**config.mk**
```make
export PLATFORM = sky130hd
export DESIGN_NAME = load_store_unit_flat
export DESIGN_NICKNAME = d
export VERILOG_FILES = /design/src/rtl/load_store_unit_if.sv /design/src/rtl/load_store_unit.sv /design/src/flat_wrapper.sv
export SDC_FILE = /design/constraint.sdc
export NUM_CORES = 1
export LEC_CHECK = 0
export CAP_MARGIN = 20
export CORE_MARGIN = 1
export CORE_UTILIZATION = 49
export CTS_BUF_LIST = sky130_fd_sc_hd__clkbuf_8
export CTS_CLUSTER_DIAMETER = 30
export CTS_CLUSTER_SIZE = 24
export DETAILED_ROUTE_END_ITERATION = 10
export HOLD_SLACK_MARGIN = 0.02
export PLACE_DENSITY = 0.86
export SLEW_MARGIN = 20
export SYNTH_ARGS = -nofsm -noshare
export SYNTH_HDL_FRONTEND = slang
export SYNTH_SLANG_ARGS = --single-unit
```
**constraint.sdc**
```tcl
create_clock -name clk -period 2.8 [get_ports clk]
set_input_delay 0.28 -clock clk [delete_from_list [all_inputs] [get_ports clk]]
set_output_delay 0.28 -clock clk [all_outputs]
set_load 0.01 [all_outputs]
```
**src/rtl/load_store_unit_if.sv**
```systemverilog
// Memory bus between the load/store unit (master) and data memory (slave).
// Request fields are held stable while mem_req is high; mem_rdata is valid with mem_ready.
interface load_store_unit_if;
   logic        mem_req;
   logic        mem_we;
   logic [31:0] mem_addr;
   logic [31:0] mem_wdata;
   logic [3:0]  mem_be;
   logic        mem_ready;
   logic [31:0] mem_rdata;

   modport master (
      output mem_req, mem_we, mem_addr, mem_wdata, mem_be,
      input  mem_ready, mem_rdata
   );

   modport slave (
      input  mem_req, mem_we, mem_addr, mem_wdata, mem_be,
      output mem_ready, mem_rdata
   );
endinterface

```
**src/rtl/load_store_unit.sv**
```systemverilog
// Multi-cycle RV32I load/store stage: decodes width/alignment, drives a handshaked
// bus with a timeout, and returns sign/zero-extended load data one cycle after completion.
module load_store_unit #(
   parameter int TIMEOUT_CYCLES = 255
) (
   input  logic        clk,
   input  logic        rst,
   input  logic        req_valid,
   input  logic        req_write,
   input  logic [2:0]  req_funct3,
   input  logic [31:0] req_addr,
   input  logic [31:0] req_wdata,
   output logic        stall,
   output logic [31:0] load_data,
   output logic        load_valid,
   output logic        access_fault,
   output logic        bus_error,
   load_store_unit_if.master mem
);
   localparam int CW = $clog2(TIMEOUT_CYCLES + 1);

   typedef enum logic [1:0] {IDLE, BUS, RESP} state_e;

   state_e      state_q, state_d;
   logic [CW-1:0] cnt_q, cnt_d;
   logic        mem_req_q, mem_req_d;
   logic        mem_we_q, mem_we_d;
   logic [31:0] mem_addr_q, mem_addr_d;
   logic [31:0] mem_wdata_q, mem_wdata_d;
   logic [3:0]  mem_be_q, mem_be_d;
   logic [1:0]  off_q, off_d;
   logic [2:0]  f3_q, f3_d;
   logic [31:0] load_data_q, load_data_d;
   logic        load_valid_q, load_valid_d;
   logic        bus_error_q, bus_error_d;

   logic        legal, misaligned, fault;
   logic [3:0]  be_dec;
   logic [31:0] wdata_dec;
   logic [31:0] rd_shift;
   logic [31:0] rd_ext;

   // Request decode: legality, alignment, lane enables and store replication.
   always_comb begin
      legal      = 1'b0;
      misaligned = 1'b0;
      be_dec     = 4'b1111;
      wdata_dec  = req_wdata;
      case (req_funct3)
         3'b000, 3'b001, 3'b010: legal = 1'b1;
         3'b100, 3'b101:         legal = !req_write;
         default:                legal = 1'b0;
      endcase
      case (req_funct3[1:0])
         2'b00: begin
            be_dec    = 4'b0001 << req_addr[1:0];
            wdata_dec = {4{req_wdata[7:0]}};
         end
         2'b01: begin
            misaligned = req_addr[0];
            be_dec     = 4'b0011 << req_addr[1:0];
            wdata_dec  = {2{req_wdata[15:0]}};
         end
         default: misaligned = (req_addr[1:0] != 2'b00);
      endcase
      fault = !legal || misaligned;
   end

   always_comb begin
      rd_shift = mem.mem_rdata >> {off_q, 3'b000};
      case (f3_q)
         3'b000:  rd_ext = {{24{rd_shift[7]}}, rd_shift[7:0]};
         3'b001:  rd_ext = {{16{rd_shift[15]}}, rd_shift[15:0]};
         3'b100:  rd_ext = {24'b0, rd_shift[7:0]};
         3'b101:  rd_ext = {16'b0, rd_shift[15:0]};
         default: rd_ext = mem.mem_rdata;
      endcase
   end

   always_comb begin
      state_d      = state_q;
      cnt_d        = cnt_q;
      mem_req_d    = mem_req_q;
      mem_we_d     = mem_we_q;
      mem_addr_d   = mem_addr_q;
      mem_wdata_d  = mem_wdata_q;
      mem_be_d     = mem_be_q;
      off_d        = off_q;
      f3_d         = f3_q;
      load_data_d  = load_data_q;
      load_valid_d = 1'b0;
      bus_error_d  = 1'b0;
      stall        = 1'b0;
      access_fault = 1'b0;
      case (state_q)
         IDLE: begin
            if (req_valid) begin
               if (fault) begin
                  access_fault = 1'b1;
               end else begin
                  stall       = 1'b1;
                  mem_req_d   = 1'b1;
                  mem_we_d    = req_write;
                  mem_addr_d  = {req_addr[31:2], 2'b00};
                  mem_be_d    = be_dec;
                  mem_wdata_d = wdata_dec;
                  off_d       = req_addr[1:0];
                  f3_d        = req_funct3;
                  cnt_d       = '0;
                  state_d     = BUS;
               end
            end
         end
         BUS: begin
            stall = 1'b1;
            // mem_ready takes priority over a timeout firing in the same cycle
            if (mem.mem_ready) begin
               load_data_d  = mem_we_q ? 32'h0 : rd_ext;
               load_valid_d = !mem_we_q;
               mem_req_d    = 1'b0;
               state_d      = RESP;
            end else if (cnt_q == CW'(TIMEOUT_CYCLES - 1)) begin
               cnt_d       = cnt_q + CW'(1);
               bus_error_d = 1'b1;
               load_data_d = 32'h0;
               mem_req_d   = 1'b0;
               state_d     = RESP;
            end else begin
               cnt_d = cnt_q + CW'(1);
            end
         end
         RESP: state_d = IDLE;
         default: state_d = IDLE;
      endcase
      if (rst) begin
         stall        = 1'b0;
         access_fault = 1'b0;
      end
   end

   always_ff @(posedge clk) begin
      if (rst) begin
         state_q      <= IDLE;
         cnt_q        <= '0;
         mem_req_q    <= 1'b0;
         mem_we_q     <= 1'b0;
         mem_addr_q   <= 32'h0;
         mem_wdata_q  <= 32'h0;
         mem_be_q     <= 4'h0;
         off_q        <= 2'b00;
         f3_q         <= 3'b000;
         load_data_q  <= 32'h0;
         load_valid_q <= 1'b0;
         bus_error_q  <= 1'b0;
      end else begin
         state_q      <= state_d;
         cnt_q        <= cnt_d;
         mem_req_q    <= mem_req_d;
         mem_we_q     <= mem_we_d;
         mem_addr_q   <= mem_addr_d;
         mem_wdata_q  <= mem_wdata_d;
         mem_be_q     <= mem_be_d;
         off_q        <= off_d;
         f3_q         <= f3_d;
         load_data_q  <= load_data_d;
         load_valid_q <= load_valid_d;
         bus_error_q  <= bus_error_d;
      end
   end

   assign mem.mem_req   = mem_req_q;
   assign mem.mem_we    = mem_we_q;
   assign mem.mem_addr  = mem_addr_q;
   assign mem.mem_wdata = mem_wdata_q;
   assign mem.mem_be    = mem_be_q;
   assign load_data     = load_data_q;
   assign load_valid    = load_valid_q;
   assign bus_error     = bus_error_q;
endmodule

```
**src/flat_wrapper.sv**
```systemverilog
// flat-port wrapper written by rule: the top's interface ports become plain ports
module load_store_unit_flat 
#(
   parameter int TIMEOUT_CYCLES = 255
)
  (clk, rst, req_valid, req_write, req_funct3, req_addr, req_wdata, stall, load_data, load_valid, access_fault, bus_error, mem_mem_req, mem_mem_we, mem_mem_addr, mem_mem_wdata, mem_mem_be, mem_mem_ready, mem_mem_rdata);
  load_store_unit_if mem_i ();
  input  logic clk;
  input  logic rst;
  input  logic req_valid;
  input  logic req_write;
  input  logic [2:0] req_funct3;
  input  logic [31:0] req_addr;
  input  logic [31:0] req_wdata;
  output logic stall;
  output logic [31:0] load_data;
  output logic load_valid;
  output logic access_fault;
  output logic bus_error;
  output wire logic [$bits(mem_i.mem_req)-1:0] mem_mem_req;
  output wire logic [$bits(mem_i.mem_we)-1:0] mem_mem_we;
  output wire logic [$bits(mem_i.mem_addr)-1:0] mem_mem_addr;
  output wire logic [$bits(mem_i.mem_wdata)-1:0] mem_mem_wdata;
  output wire logic [$bits(mem_i.mem_be)-1:0] mem_mem_be;
  input wire logic [$bits(mem_i.mem_ready)-1:0] mem_mem_ready;
  input wire logic [$bits(mem_i.mem_rdata)-1:0] mem_mem_rdata;
  assign mem_mem_req = mem_i.mem_req;
  assign mem_mem_we = mem_i.mem_we;
  assign mem_mem_addr = mem_i.mem_addr;
  assign mem_mem_wdata = mem_i.mem_wdata;
  assign mem_mem_be = mem_i.mem_be;
  assign mem_i.mem_ready = mem_mem_ready;
  assign mem_i.mem_rdata = mem_mem_rdata;
  load_store_unit #(.TIMEOUT_CYCLES(TIMEOUT_CYCLES)) u_core (.clk(clk), .rst(rst), .req_valid(req_valid), .req_write(req_write), .req_funct3(req_funct3), .req_addr(req_addr), .req_wdata(req_wdata), .stall(stall), .load_data(load_data), .load_valid(load_valid), .access_fault(access_fault), .bus_error(bus_error), .mem(mem_i));
endmodule
```
==> summary.txt, run 1 <==
status - finished, final reports clean
Hold Buf Count CTS - 0
drt drc - 0
Hold WC Path Type - primary input to flip-flop
Initial DRC Count - 299
area grow syn2layout - 46.0%
Total GRT Usage - 29.2%
std cell rows - 38
# clock sinks - 117
cts repair resizes - 0
Tmin final - 2440 ps
largest net degree at the start of global routing - 101
Final HPWL DP - 11.8 mm
most frequent CP cell - clkdlybuf4s50_1
Layout fillers - 811
Avg WL per Cell - 17.2 um
Leakage - 2.69 nW
critical path, cell by cell - clkdlybuf4s50_1 -> a221oi_4 -> o211a_4 -> o21a_1 -> clkdlybuf4s50_1
sw frac - 25.9%
total internal power - 3.00 mW
number of global-route vias before repair - 5,364
Die Ht - 107 um
maximum VDD drop - 0.345 mV
Final WS setup - 362 ps
PortBufs - 207
Post-Place Setup Slack - 378 ps
count of pins over their slew limit - 0
full die area - 11,500 um^2
clk_skew - 9.35 ps
Gate power share - 17.3%
f_max - 410 MHz
first-pass GRT wire length - 26.2 mm
Post-CTS Repair Setup Buffers - 0
final net count - 927
setup tns final - 0 ps
pwr/cell area - 511 nW/um^2
P_sw - 1.05 mW
worst-path fanout max - 6
most frequent cells in the layout - clkdlybuf4s50_1, nand2_1, dfxtp_1, a21oi_1, mux2i_1
CTS buffer count - 17
Syn Inst Count - 637
antenna violations before repair - 0
Post-Synthesis Cell Area - 5430 um^2
Crit path max-delay family - buffers and inverters
Ports - 210
area leader, netlist - dfxtp_1
period utilization - 87.1%
sequential power share - 44.0%
clk_lat worst skew - 420 ps
overflow left after global routing - 0
top cells by area, synth - dfxtp_1, nand2_1, a21oi_1
Critical Path Source Type - primary input
CTS H-tree depth - 4
worst path bufs/invs - 2
Seq/Total Area, Yosys - 43.1%
CTS tree - yes
Post-Route WL - 16.7 mm
Final ANT Viol Nets - 0
top_reg_cell synth - dfxtp_1
top cell type's share of synthesized area - 43.1%
Pre-antenna DRT Iters - 5
library cells used by synthesis - 45
Setup CP Type - primary input to output pin
Core ar. - 10,800 um^2
final hold vios - 0
crit path DAT - 2160 ps
Post-synth ARST share - 0%
Starting Density - 50.1%
WHS - 221 ps
Worst Max-Slew Pin Slew - 1010 ps
cell count after placement - 942
Synth Area per Inst - 8.52 um^2
synthesis warning total - 0
most common cell after layout, fill and taps aside - clkdlybuf4s50_1
share of layout cells above drive strength 1 - 6.37%
R2R setup slack - 760 ps
clk slew on worst S/H paths - 60 ps
Tot Pwr - 4.05 mW
Final Setup Violations - 0
RePlAce Congestion - 0.893
MaxCap Viol Count - 0
root buf cell - clkbuf_8
required time worst endpoint - 2520 ps
Clock power frac - 38.8%
EDFF count, synth - 0
Critical-path top delay cell - clkdlybuf4s50_1
n_diodes - 0
worst stage delay on the critical path - 620 ps
max_slew headroom - 32.6%
unrepaired setup endpoints after global routing - false
Layout Cells excl Fill - 972
Die X-Extent - 107 um
deepest clock path buffer count - 2
DR vias/cell - 5.74
via count - 5,578
flops & latches, synth - 117
Crit. End Element - output pin
==> synthesized netlist by cell type (10+ instances only) <==
master / number
nor2b_1: 11
nand2_1: 118
a211oi_1: 27
o21ai_0: 16
clkbuf_1: 24
o31ai_1: 16
nor2_1: 28
mux2i_1: 38
nand3_1: 11
nor3_1: 10
buf_2: 24
a21oi_1: 86
inv_1: 22
dfxtp_1: 117
==> registers in the layout (all words and copies together) (netlist names) <==
signal,cells
u_core.f3_q,3
u_core.cnt_q,8
u_core.state_q,2
u_core.mem.mem_req,1
u_core.load_valid,1
u_core.mem.mem_wdata,32
u_core.mem.mem_we,1
u_core.load_data,32
u_core.off_q,2
u_core.bus_error,1
u_core.mem.mem_be,4
u_core.mem.mem_addr,30
==> stage by stage <==
| stage | instance area [um^2] | util (%) |
|---|---|---|
| global route | 7930 | 73.2 |
| global placement | 7530 | 69.5 |
| CTS | 7930 | 73.2 |
| floorplan | 5430 | - |
| finish | 7930 | 73.2 |
| detailed placement | 7530 | 69.5 |
==> final cells by class <==
type / instances / area (um^2) / area share, %
clock buffer: 19 / 262 / 3.30
timing repair buffer: 219 / 2180 / 27.5
clock inverter: 11 / 136 / 1.72
tap: 140 / 175 / 2.21
inverter: 23 / 86.3 / 1.09
sequential: 117 / 2340 / 29.5
multi-input combinational: 443 / 2740 / 34.6
==> worst reg2reg max path: stages (launching register included) <==
cell and delay [ps]:
dfxtp_1 420, inv_1 80, ha_1 250, a41oi_4 580, o21ai_2 330, o21ai_0 300
==> worst paths after layout <==
check | start | endpoint | depth (start not counted)
worst max-delay path | req_funct3[0] | stall | 5
worst min-delay path | rst | u_core.state_q[0] | 3
worst max register to register | u_core.cnt_q[0] | u_core.load_data[2] | 5
worst min register to register | u_core.load_data[10] | u_core.load_data[10] | 2
==> power groups by stage <==
stage | Combinational (mW) | Clock (mW) | Sequential (mW)
after floorplan | 0.291 | 0 | 1.84
after global placement | 0.678 | 0 | 1.81
after detailed placement | 0.693 | 0 | 1.82
after CTS | 0.697 | 1.59 | 1.78
after global routing | 0.751 | 1.67 | 1.79
final | 0.700 | 1.57 | 1.78
==> metal layers <==
layer	track usage [%]	vias to the layer above	routed length, um
met5	0	-	0
met4	13.4	0	485
met3	9.20	41	1540
met2	47.6	254	7920
met1	34.9	2644	6800
li1	-	2639	-
==> cell families (layout without fill, tap and decap cells) <==
kind of cell | after synthesis | in the layout | synth area share [%]
flops | 117 | 117 | 43.1
buf+inv | 78 | 272 | 6.57
other cells | 1 | 2 | 0.0691
fa+ha+maj | 2 | 2 | 0.461
mux | 39 | 39 | 7.42
simple gates | 194 | 194 | 15.6
compound gates | 206 | 206 | 26.8
No activity file was read; power rests on OpenSTA's default activity.
==> inputs of run 2 (changes only) <==
CTS_CLUSTER_SIZE = 20   (was 24)
SKIP_LAST_GASP = 1   (was default)
==> results of run 2 <==
The final DEF is identical to that of run 1; final timing and power are the same.
==> inputs of run 3 (changes only) <==
CAP_MARGIN = default   (was 20)
clock period = 3 ns   (was 2.8 ns; I/O delays follow)
==> run 3 against run 2 <==
Hold slack gained 35 ps. Utilization grew 0.67 points. Global-route usage grew 1.1 points. Non-clock buffer count shrank 3. Sequential power shrank 7%. Clock skew is essentially flat. Critical path depth is the same. Highest routed layer unchanged. Wire length grew 2.7%. Clock power grew 14%. Critical endpoint unchanged. Register-to-register slack gained 40 ps. Cell area grew 0.92%.
==> summary.txt, run 3 (synthesis gave the netlist of run 1 again) <==
first-pass GRT wire length - 27.3 mm (+4.2%)
WHS - 256 ps (+35.0 ps)
clk_skew - 9.20 ps (-0.154 ps)
share of layout cells above drive strength 1 - 6.14% (-0.23 points)
met3 GRT Util - 9.87% (+0.67 points)
clk slew on worst S/H paths - 70 ps (about the same)
period utilization - 85.7%
Pre-antenna DRT Iters - 5 (unchanged)
drt drc - 0 (unchanged)
Starting Density - 50.1% (unchanged)
clk_lat worst skew - 420 ps (about the same)
pwr/cell area - 513 nW/um^2 (+0.47%)
Tmin final - 2570 ps
Post-CTS Repair Setup Buffers - 0 (unchanged)
RePlAce Congestion - 0.905 (+1.3%)
MaxCap Viol Count - 0 (unchanged)
area grow syn2layout - 47.4%
Hold WC Path Type - primary input to flip-flop
Leakage - 2.72 nW (+1.3%)
max_slew headroom - 31.9% (-0.78 points)
Hold Buf Count CTS - 0 (unchanged)
final net count - 924 (-0.32%)
Avg WL per Cell - 17.7 um (+2.8%)
f_max - 389 MHz
Final HPWL DP - 11.9 mm (+0.38%)
maximum VDD drop - 0.355 mV (+2.9%)
Final ANT Viol Nets - 0 (unchanged)
grt met2 use - 50.2% (+2.6 points)
GRT Max-Usage Layer - met2
setup tns final - 0 ps (unchanged)
std cell rows - 38 (unchanged)
Critical Path Source Type - primary input
Die X-Extent - 107 um (unchanged)
final hold vios - 0 (unchanged)
Worst Max-Slew Pin Slew - 1020 ps (+11.6 ps)
worst-path fanout max - 7 (+1)
Initial DRC Count - 334 (+12%)
Post-Route WL - 17.2 mm (+2.7%)
Crit. End Element - output pin
Final Setup Violations - 0 (unchanged)
crit path DAT - 2270 ps (+110 ps)
CTS H-tree depth - 4 (unchanged)
antenna violations before repair - 0 (unchanged)
via count - 5,609 (+0.56%)
overflow left after global routing - 0 (unchanged)
PortBufs - 207 (unchanged)
largest net degree at the start of global routing - 101 (unchanged)
required time worst endpoint - 2700 ps (+180 ps)
unrepaired setup endpoints after global routing - false
Total GRT Usage - 30.2% (+1.1 points)
CTS tree - yes
Core ar. - 10,800 um^2 (unchanged)
Layout fillers - 801 (-1.2%)
DR vias/cell - 5.78 (+0.66%)
CTS buffer count - 17 (unchanged)
Ports - 210 (unchanged)
number of global-route vias before repair - 5,595 (+4.3%)
Setup CP Type - primary input to output pin
Die Ht - 107 um (unchanged)
deepest clock path buffer count - 2 (unchanged)
full die area - 11,500 um^2 (unchanged)
most common cell after layout, fill and taps aside - clkdlybuf4s50_1
most frequent cells in the layout - clkdlybuf4s50_1, nand2_1, dfxtp_1, a21oi_1, mux2i_1
root buf cell - clkbuf_8
status - finished, final reports clean
met1 Use GR - 34.9% (-0.046 points)
n_diodes - 0 (unchanged)
count of pins over their slew limit - 0 (unchanged)
# clock sinks - 117 (unchanged)
cts repair resizes - 0 (unchanged)
==> run 3: changes by cell type in the layout (fill, tap and decap cells not counted) <==
cell,previous run,this run
clkinv_4,1,0
clkinvlp_4,2,1
inv_1,24,25
clkbuf_8,19,21
buf_4,11,8
bufinv_16,3,6
clkinv_2,3,1
==> run 3: worst max-delay path, stage by stage <==
cell	delay, ps
clkdlybuf4s50_1	560
nor4_4	510
o211a_4	240
o21a_1	110
clkdlybuf4s50_1	550
==> run 3: worst paths after layout <==
path | cells past startpoint | slack (ps) | to | start
max reg2reg | 4 | 800 | u_core.load_data[30] | u_core.off_q[1]
max | 5 | 430 | stall | req_addr[1]
min | 3 | 260 | u_core.state_q[0] | rst
min reg2reg | 2 | 450 | u_core.mem.mem_addr[30] | u_core.mem.mem_addr[30]
==> run 3: power breakdown <==
part	internal, mW	total [mW]	switching (mW)
Sequential	1.62	1.66	0.0420
Clock	1.15	1.79	0.635
Combinational	0.332	0.655	0.323
Total	3.11	4.11	1.00
==> run 3: per-layer routing <==
metal | part of all wire [%] | wire (um)
met1 | 39 | 6730
met3 | 10 | 1720
met5 | 0 | 0
met4 | 2.9 | 496
met2 | 48 | 8240
==> run 3: stage by stage <==
step	utilization, %	power (mW)	area [um^2]	instances	setup WS, ps
2_1_floorplan	-	1.99	5430	638	1300
3_3_place_gp	69.3	2.32	7510	939	478
3_5_place_dp	69.3	2.34	7510	939	458
4_1_cts	73.8	4.12	8000	971	450
5_1_grt	73.8	4.24	8000	971	350
6_report	73.8	4.11	8000	971	429
==> run 3: cell type report <==
class	count	area (um^2)	share of cell area, %
multi-input combinational	443	2740	34.3
sequential	117	2340	29.3
timing repair buffer	216	2160	27.0
clock buffer	21	289	3.61
clock inverter	11	204	2.55
tap	140	175	2.19
inverter	23	86.3	1.08
